===== config.mk =====
export PLATFORM = sky130hd
export DESIGN_NAME = cbx_param_cfg
export DESIGN_NICKNAME = d
export VERILOG_FILES = /design/src/rtl/cbx_param_cfg.sv
export SDC_FILE = /design/constraint.sdc
export NUM_CORES = 1
export LEC_CHECK = 0
export ABC_CLOCK_PERIOD_IN_PS = 1600
export BUFFER_PORTS_ARGS = -buffer_cell sky130_fd_sc_hd__buf_2
export CAP_MARGIN = 20
export CORE_UTILIZATION = 52
export CTS_BUF_LIST = sky130_fd_sc_hd__clkbuf_4
export DETAILED_ROUTE_END_ITERATION = 6
export PLACE_DENSITY_LB_ADDON = 0.3
export RECOVER_POWER = 100
export SYNTH_ARGS = -nofsm -noshare
export SYNTH_HDL_FRONTEND = slang
export SYNTH_SLANG_ARGS = --single-unit

===== constraint.sdc =====
create_clock -name prog_clk -period 1.6 [get_ports prog_clk]
set_input_delay 0.08 -clock prog_clk [delete_from_list [all_inputs] [get_ports prog_clk]]
set_output_delay 0.08 -clock prog_clk [all_outputs]
set_load 0.01 [all_outputs]

===== src/rtl/cbx_param_cfg.sv =====
// cbx_param_cfg -- parametrised X-channel connection block.
// Straight pass-through of CHAN_W tracks in each direction. Each of NUM_IPIN
// grid input pins is driven by a full crossbar over all 2*CHAN_W tracks.
// Pin selects are shifted in serially on the ccff chain into a shadow
// register. They are copied to the active register only when a complete
// frame has arrived, so the pins never see a partial configuration.
// Optional feature: define CBX_CFG_PARITY_EN to append one even-parity bit
// to every frame. A frame with bad parity is rejected and flagged on the
// sticky cfg_err output.
module cbx_param_cfg #(
  parameter int CHAN_W   = 3,
  parameter int NUM_IPIN = 2
) (
  input  logic                prog_clk,
  input  logic                prog_reset_n,
  input  logic [CHAN_W-1:0]   chanx_left_in,
  input  logic [CHAN_W-1:0]   chanx_right_in,
  input  logic                ccff_head,
  input  logic                ccff_en,
  output logic [CHAN_W-1:0]   chanx_left_out,
  output logic [CHAN_W-1:0]   chanx_right_out,
  output logic [NUM_IPIN-1:0] ipin_out,
  output logic                ccff_tail,
  output logic                cfg_valid,
  output logic                cfg_busy,
  output logic                cfg_err
);

  localparam int SEL_W = $clog2(2*CHAN_W+1);
`ifdef CBX_CFG_PARITY_EN
  localparam int PAR_W = 1;
`else
  localparam int PAR_W = 0;
`endif
  localparam int SEL_BITS = NUM_IPIN*SEL_W;
  localparam int CFG_BITS = SEL_BITS + PAR_W;
  localparam int CNT_W    = $clog2(CFG_BITS);
  localparam logic [CNT_W-1:0] CNT_LAST = CNT_W'(CFG_BITS-1);
  localparam logic [SEL_W-1:0] NUM_TRK  = SEL_W'(2*CHAN_W);

  logic [CFG_BITS-1:0] shadow_q, shadow_d;
  logic [SEL_BITS-1:0] active_q, active_d;
  logic [CNT_W-1:0]    cnt_q, cnt_d;
  logic                tail_q, tail_d;
  logic                valid_q, valid_d;
  logic                err_q, err_d;
  logic [CFG_BITS-1:0] frame;
  logic [2*CHAN_W-1:0] tracks;
  logic [SEL_W-1:0]    sel;

  // Routing-channel pass-through, independent of the configuration.
  assign chanx_right_out = chanx_left_in;
  assign chanx_left_out  = chanx_right_in;

  // Track numbering: left tracks first, right tracks above them.
  assign tracks = {chanx_right_in, chanx_left_in};

  // Chain shift, frame counting and atomic commit into the active register.
  always_comb begin
    // NOTE: every signal written here gets a default first, so no path can
    // leave it unassigned and infer a latch.
    shadow_d = shadow_q;
    tail_d   = tail_q;
    cnt_d    = cnt_q;
    active_d = active_q;
    valid_d  = valid_q;
    err_d    = err_q;
    frame    = {shadow_q[CFG_BITS-2:0], ccff_head};
    if (ccff_en) begin
      shadow_d = frame;
      tail_d   = shadow_q[CFG_BITS-1];
      if (cnt_q == CNT_LAST) begin
        cnt_d = '0;
`ifdef CBX_CFG_PARITY_EN
        if (^frame) begin
          err_d = 1'b1;
        end else begin
          active_d = frame[CFG_BITS-1:PAR_W];
          valid_d  = 1'b1;
          err_d    = 1'b0;
        end
`else
        active_d = frame[CFG_BITS-1:PAR_W];
        valid_d  = 1'b1;
        err_d    = 1'b0;
`endif
      end else begin
        cnt_d = cnt_q + 1'b1;
      end
    end
  end

  // Configuration state registers; reset discards any partial frame.
  always_ff @(posedge prog_clk or negedge prog_reset_n) begin
    if (!prog_reset_n) begin
      shadow_q <= '0;
      active_q <= '0;
      cnt_q    <= '0;
      tail_q   <= 1'b0;
      valid_q  <= 1'b0;
      err_q    <= 1'b0;
    end else begin
      // NOTE: state registers use non-blocking assignments so every register
      // samples the pre-edge values, whatever the statement order.
      shadow_q <= shadow_d;
      active_q <= active_d;
      cnt_q    <= cnt_d;
      tail_q   <= tail_d;
      valid_q  <= valid_d;
      err_q    <= err_d;
    end
  end

  // Per-pin crossbar; out-of-range selects and an unconfigured block give 0.
  always_comb begin
    ipin_out = '0;
    sel      = '0;
    for (int k = 0; k < NUM_IPIN; k++) begin
      sel = active_q[k*SEL_W +: SEL_W];
      if (valid_q && (sel < NUM_TRK)) begin
        ipin_out[k] = tracks[sel];
      end
    end
  end

  assign ccff_tail = tail_q;
  assign cfg_valid = valid_q;
  assign cfg_busy  = (cnt_q != '0);
`ifdef CBX_CFG_PARITY_EN
  assign cfg_err   = err_q;
`else
  assign cfg_err   = 1'b0;
`endif

endmodule


# After elaboration in Yosys (flattened, before gate mapping)

Cells that the tools add are included.
Widths: inputs -> output; s select.

Bits in registers: 17
Bits of input ports: 10
Output and inout port bits: 12
Word-level logic and storage cells: 22

Add/subtract/negate cells: 1
Magnitude comparators: 4
Equality and inequality tests: 1
Mux-type cells: 7
Reduce and logical (&&, ||, !) cells: 4

Operators by type and width:

| kind                | count |
|---|---|
| $lt 3x4->1 const B  | 2 |
| $bmux 1 s3          | 2 |
| $lt 3x3->1 const B  | 2 |
| $mux 1              | 4 |
| $add 3x1->3 const B | 1 |
| $eq 3x3->1 const B  | 1 |
| $mux 3              | 1 |
| $reduce_bool 3->1   | 1 |
| $logic_and 1x1->1   | 2 |
| $reduce_and 2->1    | 1 |

# Longest topological paths before layout

Gate-level depths: netlist of run 1.

Depth after elaboration: 3
Gate-level depth with buffers: 4

# Worst setup path before layout of run 1

No wires, ideal clock.

Kind: register to output
Start: register active_q[0]
End: output port ipin_out[0]
Arrival: 1.214 ns
Data required time: 1.520 ns
Setup slack: 0.306 ns
Stages on the path, launching flop included: 4
Cell sequence: dfrtp_1 -> mux4_1 -> nor2b_1 -> o21a_1

Word-level cells in the longest chain between the ends: 3

Ends and longest elaborated chain:

| what                                                                     | RTL line | text |
|---|---|---|
| from (decl)                                                              | 42       | `logic [SEL_BITS-1:0] active_q, active_d;` |
| from (signal assigned)                                                   | 106      | `active_q <= active_d;` |
| $bmux 1 s3 / $lt 3x3->1 (equally long branches)                          | 121, 120 |  |
| $mux 1 (not written as such) / $logic_and 1x1->1 (equally long branches) | 121, 120 |  |
| $mux 1 (*)                                                               | 120      | `if (valid_q && (sel < NUM_TRK)) begin` |
| to (decl)                                                                | 22       | `output logic [NUM_IPIN-1:0] ipin_out,` |

Mark *: on every way between the ends. The rest lies on a longest branch, timed or not. The select of a mux whose other input is x is not followed.

# Final worst setup path of run 1

Ends and elaborated chain as after synthesis.

==> summary.md, run 1 <==
| Metric | Value |
|---|---|
| Result of the run | `finished with violations` |
| Failing checks | `setup timing` |
| Gr ovfl total | `0` |
| Htree depth | `1` |
| Mean area per synthesized cell | `13.70 sq um` |
| DR vias | `503` |
| Final clock skew | `0.001569 ns` |
| Leakage power summed over all cells | `0.4136 nW` |
| Post-synthesis register bit count | `17` |
| Yosys warning count | `0` |
| Via count of the first global-routing pass | `494` |
| Highest clock frequency the design can meet | `595.3 MHz` |
| Pre-CTS setup slack | `0.1502 ns` |
| Max-slew violation count | `0` |
| Drt drc | `0` |
| Pwr per Cell Area | `1646 nW/um^2` |
| HPWL Detailed | `987.5 microns` |
| Wire length after detailed routing | `1.400 mm` |
| Most frequent standard cell in the layout excluding fill and tap cells | `sky130_fd_sc_hd__dfrtp_1` |
| Top fanout value on the critical path | `2` |
| Critical Path Start Type | `flop` |
| Placement Rows | `13` |
| Setup Viol. Count Final | `2` |
| Overall power consumption | `1.499 mW` |
| Tightest Pin Transition | `0.8989 ns` |
| Placeable Area | `1366 sq um` |
| First-pass GRT wire length | `2.297 mm` |
| Placer congestion estimate | `0.7170` |
| Top-level port count | `22` |
| Routed wirelength normalized by instance count | `15.05 microns` |
| TritonRoute pass-1 iters | `2` |
| Clock latency reported for the late side of the worst-skew pair | `0.29 ns` |
| Combined global-route utilization of all metal layers | `18.56%` |
| Clock root buffer master | `sky130_fd_sc_hd__clkbuf_4` |
| Number of hold violations in the final report | `0` |
| Synth Cell Area | `808.3 sq um` |
| Final critical-path setup slack | `-0.07994 ns` |
| Vertical die dimension | `41.43 microns` |
| R2R Setup Slk | `0.25 ns` |
| Net count reported at finish | `89` |
| Post-CTS clock slew at the launch and capture registers of the worst setup and hold paths | `0.10 ns` |
| Mapped Cells | `59` |
| Number of antenna violations at the first check in global routing | `0` |
| Share of layout cells above drive strength 1 | `42.31%` |
| Fin crit share | `105.0%` |
| Die width | `41.43 microns` |
| Antenna diode count | `0` |
| Port Buffer Count | `20` |
| Critical path data required time | `1.52 ns` |
| Number of buffers added by the clock tree synthesis step | `3` |
| Setup CP Type | `reg2out` |
| Max Cap Violations | `0` |
| Worst relative slew slack | `40.08%` |
| Critical Path End Type | `primary output` |
| Time the final worst path needs with I/O delays and setup | `1.680 ns` |
| Library cells used by synthesis | `19` |
| Total nets after synthesis | `69` |
| Maximum clock insertion buffer count | `2` |
| Detail-routed via count per cell | `5.409` |
| Starting DRC count in detailed routing | `3` |
| Largest net degree at the start of global routing | `18` |
| Area growth, synth to finish | `12.69%` |
| Setup repair after global routing missed its margin | `yes` |
| TritonCTS clock tree | `yes` |
| Tightest Hold Check Type | `in2reg` |
| Critical path arrival | `1.60 ns` |
| Clk sink count | `17` |
| Starting utilization of the core area | `59.16%` |
| Sequential cell area fraction in the yosys report | `52.63%` |
| Post-route antenna net violation count | `0` |
| Commonest cells after routing, fill and taps aside | `17 x sky130_fd_sc_hd__dfrtp_1, 13 x sky130_fd_sc_hd__mux2_2, 11 x sky130_fd_sc_hd__buf_2, 9 x sky130_fd_sc_hd__clkbuf_1, 3 x sky130_fd_sc_hd__clkbuf_4` |
| Area of the die | `1716 sq um` |
| Peak supply drop | `0.8645 mV` |
==> critical path: stages (launching register included) <==
cell	delay [ns]
sky130_fd_sc_hd__dfrtp_1	0.39
sky130_fd_sc_hd__mux4_2	0.50
sky130_fd_sc_hd__nor2b_1	0.14
sky130_fd_sc_hd__o21a_1	0.15
sky130_fd_sc_hd__buf_2	0.13
==> stage by stage <==
step	utilization, %	TNS (ns)	hold slack (ns)	instance area, sq um	instances
floorplan	-	0	-0.2156	808.3	59
global placement	63.64	0	0.01152	869.6	86
detailed placement	63.64	0	0.01552	869.6	86
CTS	66.94	-0.1648	0.03397	914.6	93
global route	66.67	-0.2548	0.03046	910.9	93
finish	66.67	-0.1580	0.03688	910.9	93
==> worst paths after layout <==
kind	from	to	cells after the start
worst max-delay path	active_q[0]	ipin_out[0]	4
worst min-delay path	ccff_head	active_q[0]	2
worst max register to register	cnt_q[1]	active_q[2]	2
worst min register to register	shadow_q[5]	shadow_q[5]	1
max in group asynchronous	prog_reset_n	shadow_q[2]	2
min in group asynchronous	prog_reset_n	active_q[2]	2
==> power breakdown <==
| group | internal (mW) | total, mW | switching (mW) |
|---|---|---|---|
| clock | 0.0931 | 0.231 | 0.138 |
| combinational | 0.331 | 0.529 | 0.199 |
| sequential | 0.591 | 0.739 | 0.148 |
| total | 1.01 | 1.50 | 0.484 |
==> cell families after synthesis <==
family	synth area share (%)
multiplexers	27.09
flip-flops	52.63
AND/OR/NAND/NOR	8.204
buffers and inverters	7.120
AO/OA/AOI/OAI	3.405
XOR/XNOR	1.084
other	0.4640
==> state kept, by name, indices dropped and copies added (netlist names) <==
signal and flops:
active_q 6, shadow_q 6, cnt_q 3, ccff_tail 1, cfg_valid 1
==> metal layers <==
layer,share of wire (%),vias up,global-route usage (%)
met3,3.5,5,3.913
met2,48,13,27.81
met4,3.1,0,13.55
li1,-,238,-
met5,0,-,0
met1,45,247,23.74
==> Yosys cell counts <==
cell | instances | area [sq um]
sky130_fd_sc_hd__a21o_1 | 1 | 7.510
sky130_fd_sc_hd__buf_2 | 1 | 5.000
sky130_fd_sc_hd__buf_4 | 7 | 52.55
sky130_fd_sc_hd__conb_1 | 1 | 3.750
sky130_fd_sc_hd__dfrtp_1 | 17 | 425.4
sky130_fd_sc_hd__mux2_2 | 13 | 146.4
sky130_fd_sc_hd__mux2i_1 | 2 | 20.02
sky130_fd_sc_hd__mux4_1 | 2 | 52.55
sky130_fd_sc_hd__nand2_1 | 2 | 7.510
sky130_fd_sc_hd__nand2b_1 | 1 | 6.260
sky130_fd_sc_hd__nand3_1 | 1 | 5.000
sky130_fd_sc_hd__nand4b_1 | 1 | 8.760
sky130_fd_sc_hd__nor2b_1 | 2 | 12.51
sky130_fd_sc_hd__nor3_1 | 1 | 5.000
sky130_fd_sc_hd__nor3b_1 | 2 | 15.01
sky130_fd_sc_hd__o21a_1 | 2 | 15.01
sky130_fd_sc_hd__o21ai_0 | 1 | 5.000
sky130_fd_sc_hd__or3_1 | 1 | 6.260
sky130_fd_sc_hd__xor2_1 | 1 | 8.760
==> layout make-up <==
cell class	instances	area, sq um
Clock inverter	1	5.005
Multi-Input combinational cell	34	325.3
Clock buffer	3	22.52
Fill cell	114	455.4
Tap cell	15	18.77
Sequential cell	17	425.4
Timing Repair Buffer	23	113.9
==> repair_timing <==
action,in CTS,in global routing
gates cloned,0,0
resized for setup,2,1
pin swaps,0,0
hold endpoints to repair,17,0
setup buffers,2,0
setup endpoints to repair,2,2
hold buffers,1,0
Note: power is estimated with default switching activity, not from simulation.
==> run 2, diff against run 1 <==
Settings changed: ABC_AREA set to 1, CORE_UTILIZATION 52 to 53, SETUP_SLACK_MARGIN set to 0.3.
==> summary.md, run 2 <==
| Metric | Value |
|---|---|
| Drt drc | `0` |
| Time the final worst path needs with I/O delays and setup | `1.390 ns` |
| Switching Fraction | `36.96%` |
| Post-route antenna net violation count | `0` |
| Synth Cell Area | `875.8 sq um` |
| Finished layout cell area | `967.2 sq um` |
| Clk sink count | `17` |
| Master of the slowest instance on the critical path | `sky130_fd_sc_hd__dfrtp_1` |
| Sequential cell area fraction in the yosys report | `48.57%` |
| Highest clock frequency the design can meet | `719.2 MHz` |
| Critical hold path startpoint | `ccff_head` |
| Port Buffer Count | `20` |
| Htree depth | `1` |
| Combined global-route utilization of all metal layers | `19.62%` |
| Summed negative setup slack over all endpoints | `0 ns` |
| Post-CTS clock slew at the launch and capture registers of the worst setup and hold paths | `0.10 ns` |
| Top-level port count | `22` |
| Library cells used by synthesis | `18` |
| DP Area | `928.4 sq um` |
| Antenna diode count | `0` |
| Logic pwr share | `37.4%` |
| Die width | `42.65 microns` |
| Pre-CTS setup slack | `0.5021 ns` |
| Routed wirelength normalized by instance count | `10.80 microns` |
| Critical Path Start Type | `flop` |
| Clock root buffer master | `sky130_fd_sc_hd__clkbuf_4` |
| Wire length after detailed routing | `1.566 mm` |
| Number of cells on the worst reg-to-reg path | `5` |
| Share of layout cells above drive strength 1 | `18.60%` |
| Worst hold margin | `0.04179 ns` |
| Critical path data required time | `1.52 ns` |
| Commonest cells after routing, fill and taps aside | `29 x sky130_fd_sc_hd__nand2_1, 20 x sky130_fd_sc_hd__inv_1, 17 x sky130_fd_sc_hd__dfrtp_1, 12 x sky130_fd_sc_hd__clkbuf_1, 9 x sky130_fd_sc_hd__o21ai_0` |
| Most repeated cell in the gate-level netlist after synthesis | `sky130_fd_sc_hd__nand2_1` |
| Tightest Pin Transition | `0.8642 ns` |
| Tightest Hold Check Type | `in2reg` |
| Peak supply drop | `0.9036 mV` |
| Critical Path End Type | `primary output` |
| Clock latency reported for the late side of the worst-skew pair | `0.28 ns` |
| Portion of synthesized cell area occupied by the leading cell type | `48.57%` |
| Number of logic stages on the critical path including buffering | `7` |
| Number of fill cells | `155` |
| Share of power burned in registers | `45.8%` |
| Commonest cells in the synthesized netlist | `28 x sky130_fd_sc_hd__nand2_1, 22 x sky130_fd_sc_hd__inv_1, 17 x sky130_fd_sc_hd__dfrtp_1` |
| Net count reported at finish | `140` |
| Setup CP Type | `reg2out` |
| Worst relative slew slack | `42.39%` |
| Critical path arrival | `1.31 ns` |
| Vertical die dimension | `42.65 microns` |
| Number of antenna violations at the first check in global routing | `0` |
| Share of power burned in the clock network | `16.8%` |
| Cell type with the largest total area after synthesis | `sky130_fd_sc_hd__dfrtp_1` |
| Fin crit share | `86.90%` |
| Async SR Flop Fraction | `100.0%` |
| DR vias | `693` |
| Number of cells on the worst hold path | `3` |
| CP Buf/Inv Count | `2` |
| Family with the most delay on the worst path | `flip-flops` |
| Placer congestion estimate | `0.7976` |
| Area of the die | `1819 sq um` |
| Placeable Area | `1524 sq um` |
| Post-synthesis register bit count | `17` |
| First-pass GRT wire length | `2.649 mm` |
| HPWL Detailed | `1.148 mm` |
| Gr ovfl total | `0` |
| R2R Setup Slk | `0.34 ns` |
| Mapped Cells | `110` |
| Cell breakdown of the critical path | `inv_2 > nand2_1 > nand3_1 > nand2_1 > nand2_1 > a21oi_1 > clkbuf_1` |
| Cell internal pwr | `888.8 uW` |
| Yosys warning count | `0` |
| Result of the run | `completed` |
| Detail-routed via count per cell | `4.779` |
| Max Cap Violations | `0` |
| Placement Rows | `14` |
| Startpoint of the lowest-slack register-to-register path | `cnt_q[0]` |
| Via count of the first global-routing pass | `671` |
| Maximum clock insertion buffer count | `2` |
| Top_reg_cell synth | `sky130_fd_sc_hd__dfrtp_1` |
| Most common cell on crit path | `sky130_fd_sc_hd__nand2_1` |
| Setup Viol. Count Final | `0` |
| Number of hold violations in the final report | `0` |
| Crit. Startpoint | `active_q[0]` |
| Post-synth EDFFs | `0` |
| Starting utilization of the core area | `57.47%` |
| Final critical-path setup slack | `0.2096 ns` |
| Setup repair after global routing missed its margin | `yes` |
| Largest registers | `active_q: 6 flops, shadow_q: 6 flops, cnt_q: 3 flops` |
| Top fanout value on the critical path | `4` |
| Number of buffers added by the clock tree synthesis step | `3` |
| TritonRoute pass-1 iters | `4` |
| Leakage power summed over all cells | `0.5132 nW` |
| Total nets after synthesis | `120` |
| Final clock skew | `0.008270 ns` |
| Delay of the slowest cell on the worst path | `0.41 ns` |
| Pwr per Cell Area | `1458 nW/um^2` |
| Max-slew violation count | `0` |
| Area growth, synth to finish | `10.43%` |
| Top cells by area in the synthesized netlist | `sky130_fd_sc_hd__dfrtp_1 49%, sky130_fd_sc_hd__nand2_1 12%, sky130_fd_sc_hd__inv_1 9.4%, sky130_fd_sc_hd__buf_4 6.0%, sky130_fd_sc_hd__o21ai_2 5.0%` |
| Mean area per synthesized cell | `7.962 sq um` |
| Most frequent standard cell in the layout excluding fill and tap cells | `sky130_fd_sc_hd__nand2_1` |
| TritonCTS clock tree | `yes` |
| Starting DRC count in detailed routing | `14` |
| Sw power | `521.2 uW` |
| Largest net degree at the start of global routing | `18` |
run 2: cell count changes in the layout (fill, tap and decap cells not counted), moves of 3 or more:
cell                       previous run  this run
sky130_fd_sc_hd__a21oi_1              0         3
sky130_fd_sc_hd__buf_2               11         8
sky130_fd_sc_hd__clkbuf_1             9        12
sky130_fd_sc_hd__inv_1                0        20
sky130_fd_sc_hd__mux2_2              13         1
sky130_fd_sc_hd__nand2_1              2        29
sky130_fd_sc_hd__nor2_1               0         7
sky130_fd_sc_hd__o21ai_0              1         9
run 2: stage by stage:
step           cells  util, %  power (mW)
4_1_cts          144    64.53       1.425
2_1_floorplan    110        -       1.011
6_report         145    63.46       1.410
5_1_grt          145    63.46       1.520
3_5_place_dp     137    60.92       1.150
3_3_place_gp     137    60.92       1.120
run 2: kinds of logic (layout without fill, tap and decap cells):
group	after synthesis	in the layout	synth area share, %
compound gates	15	15	11.14
flops	17	17	48.57
mux	1	1	1.286
simple gates	45	45	21.43
other cells	1	1	0.4282
buf+inv	31	50	17.14
run 2: what timing repair did:
action | 4_1_cts | 5_1_grt
buffers inserted | 2 | 1
endpoints found under the hold margin | 17 | 0
hold buffers | 1 | 0
cloned | 0 | 0
setup endpoints to repair | 2 | 3
resized for setup | 2 | 4
run 2: worst min-delay path, cell delays in order:
cell	delay, ns
sky130_fd_sc_hd__buf_2	0.10
sky130_fd_sc_hd__nand2_1	0.05
sky130_fd_sc_hd__o21ai_0	0.07
run 2: layout make-up:
type	count	area [sq um]	share of cell area [%]
clock buffers	4	30.03	3.105
inverters	22	82.58	8.538
multi-input cells	62	291.5	30.14
flip-flops and latches	17	425.4	43.98
well taps	16	20.02	2.070
repair buffers	24	117.6	12.16
run 2: power by group through the flow:
| stage | combinational, mW | clock (mW) | sequential (mW) |
|---|---|---|---|
| floorplan | 0.384 | 0 | 0.627 |
| global placement | 0.479 | 0 | 0.641 |
| detailed placement | 0.502 | 0 | 0.648 |
| CTS | 0.538 | 0.243 | 0.643 |
| global route | 0.597 | 0.263 | 0.661 |
| finish | 0.527 | 0.237 | 0.646 |
run 2: path summary, 6_finish.rpt:
path / endpoint
max reg2reg: active_q[0]
min reg2reg: shadow_q[4]
min: shadow_q[0]
max: ipin_out[0]
max in group asynchronous: ccff_tail
min in group asynchronous: cnt_q[0]
run 2: per-layer routing:
metal  up-vias  track usage (%)  share of wire [%]
met4         0            12.50                1.7
li1        362                -                  -
met1       304            22.54                 43
met2        23            33.64                 50
met5         -                0                  0
met3         4            2.979                4.8
==> run 3, diff against run 2 <==
Settings changed: ABC_CLOCK_PERIOD_IN_PS 1600 to 1250, CORE_UTILIZATION 53 to 48, MAX_ROUTING_LAYER set to met4.
Clock period 1.6 ns to 1.25 ns, I/O delays scaled along.
==> summary.md, run 3 (synthesized netlist as in run 2, its figures left out) <==
| Metric | Value |
|---|---|
| R2R Setup Slk | `0.09 ns` |
| Maximum clock insertion buffer count | `2` |
| Number of cells on the worst reg-to-reg path | `5` |
| Overall power consumption | `1.947 mW` |
| Startpoint of the lowest-slack register-to-register path | `cnt_q[2]` |
| Gr ovfl total | `0` |
| Commonest cells after routing, fill and taps aside | `28 x sky130_fd_sc_hd__nand2_1, 18 x sky130_fd_sc_hd__inv_1, 17 x sky130_fd_sc_hd__dfrtp_1, 11 x sky130_fd_sc_hd__clkbuf_1, 11 x sky130_fd_sc_hd__buf_2` |
| Setup Viol. Count Final | `2` |
| Final clock skew | `0.001629 ns` |
| Delay of the slowest cell on the worst path | `0.43 ns` |
| Vertical die dimension | `44.72 microns` |
| Result of the run | `finished with violations` |
| Grt met2 use | `37.06%` |
| Final critical-path setup slack | `-0.05751 ns` |
| Finished layout cell area | `1052 sq um` |
| Layer carrying the most global-route usage | `met2` |
| Critical Path Start Type | `flop` |
| Worst hold path endpoint | `shadow_q[0]` |
| Peak supply drop | `0.9345 mV` |
| Post-route antenna net violation count | `0` |
| Critical path arrival | `1.25 ns` |
| DP Area | `947.2 sq um` |
| Setup CP Type | `reg2out` |
| GR Layer Usage met3 | `2.400%` |
| Highest clock frequency the design can meet | `764.8 MHz` |
| Clock latency reported for the late side of the worst-skew pair | `0.29 ns` |
| Failing checks | `setup timing` |
| Number of hold violations in the final report | `0` |
| Critical path data required time | `1.19 ns` |
| First-pass GRT wire length | `2.746 mm` |
| TritonRoute pass-1 iters | `5` |
| Clock root buffer master | `sky130_fd_sc_hd__clkbuf_4` |
| Area of the die | `1999 sq um` |
| Number of cells on the worst hold path | `3` |
| TritonCTS clock tree | `yes` |
| Pwr per Cell Area | `1850 nW/um^2` |
| Time the final worst path needs with I/O delays and setup | `1.308 ns` |
| Post-CTS clock slew at the launch and capture registers of the worst setup and hold paths | `0.10 ns` |
| Tightest Pin Transition | `0.8549 ns` |
| Critical register-to-register path endpoint | `active_q[0]` |
| Via count of the first global-routing pass | `698` |
| Met1 global-route usage | `20.86%` |
| Combined global-route utilization of all metal layers | `19.93%` |
| Routed wirelength normalized by instance count | `10.85 microns` |
| Share of layout cells above drive strength 1 | `29.63%` |
| Placer congestion estimate | `0.7348` |
| Largest registers | `active_q: 6 flops, shadow_q: 6 flops, cnt_q: 3 flops` |
| Detail-routed via count per cell | `4.694` |
| Top-level port count | `22` |
| Area growth, synth to finish | `20.14%` |
| Starting utilization of the core area | `50.72%` |
| Post-Route Utilization | `60.94%` |
| Worst relative slew slack | `43.01%` |
| HPWL Detailed | `1.131 mm` |
| Master of the slowest instance on the critical path | `sky130_fd_sc_hd__dfrtp_1` |
| Htree depth | `1` |
| DR vias | `751` |
| Port Buffer Count | `20` |
| Drt drc | `0` |
| Worst hold margin | `0.02268 ns` |
| Most common cell on crit path | `sky130_fd_sc_hd__nand2_1` |
| Number of buffers added by the clock tree synthesis step | `3` |
| Fin crit share | `104.6%` |
| Leakage power summed over all cells | `0.5520 nW` |
| Largest net degree at the start of global routing | `18` |
| Most frequent standard cell in the layout excluding fill and tap cells | `sky130_fd_sc_hd__nand2_1` |
| Placeable Area | `1727 sq um` |
| Number of fill cells | `179` |
| Max Cap Violations | `0` |
| Setup repair after global routing missed its margin | `yes` |
| Critical hold path startpoint | `ccff_head` |
| Clk sink count | `17` |
| Wire length after detailed routing | `1.736 mm` |
| Max-slew violation count | `0` |
| Die width | `44.72 microns` |
| Tightest Hold Check Type | `in2reg` |
| Net count reported at finish | `146` |
| Antenna diode count | `0` |
| Number of antenna violations at the first check in global routing | `0` |
| Cell breakdown of the critical path | `inv_2 > nand2_1 > nand3_1 > nand2_1 > nand2_1 > a21oi_1 > buf_2` |
| Starting DRC count in detailed routing | `12` |
| Placement Rows | `15` |
| Top fanout value on the critical path | `5` |
| Critical Path End Type | `primary output` |
[run 3: where the power goes]
group          leakage [nW]  switching, mW  internal [mW]
Clock                0.0177          0.168          0.119
Sequential            0.206          0.131          0.701
Combinational         0.328          0.453          0.375
[run 3: how the worst max path moves through the flow]
stage / slack, ns / depth (start not counted) / from / end
finish: -0.06 / 7 / active_q[3] / ipin_out[1]
global route: -0.19 / 7 / active_q[3] / ipin_out[1]
CTS: -0.07 / 7 / active_q[0] / ipin_out[0]
detailed placement: 0.18 / 5 / cnt_q[0] / active_q[0]
global placement: 0.20 / 5 / cnt_q[0] / active_q[0]
floorplan: 0.27 / 6 / cnt_q[0] / active_q[3]
[run 3: layout make-up]
type | count | area [sq um] | share of cell area [%]
Clock inverter | 1 | 5.005 | 0.4756
Multi-Input combinational cell | 63 | 331.6 | 31.51
Inverter | 22 | 85.08 | 8.086
Tap cell | 25 | 31.28 | 2.973
Sequential cell | 17 | 425.4 | 40.43
Clock buffer | 3 | 22.52 | 2.140
Timing Repair Buffer | 29 | 151.4 | 14.39
[run 3: stage by stage]
stage | worst slack [ns] | TNS [ns] | instances
floorplan | 0.2695 | 0 | 110
global placement | 0.1957 | 0 | 147
detailed placement | 0.1780 | 0 | 147
CTS | -0.07098 | -0.1300 | 157
global route | -0.1933 | -0.3694 | 160
finish | -0.05751 | -0.1123 | 160
[run 3: critical path, delay by kind of cell (launching register included)]
family,cells,cell delay (ns)
simple gates,4,0.23
compound gates,1,0.10
buf+inv,2,0.20
flops,1,0.43
[run 3: what timing repair did]
action / 4_1_cts / 5_1_grt
buffers inserted: 4 / 3
endpoints found under the setup margin: 10 / 11
hold buffers: 1 / 0
endpoints found under the hold margin: 17 / 0
cloned: 1 / 0
gates resized for setup: 10 / 13
pin swaps: 5 / 3
[run 3: metal layers]
metal	part of all wire [%]	vias to the layer above
li1	-	378
met1	39	345
met2	56	26
met3	4.2	2
met4	0.58	0
met5	0	-
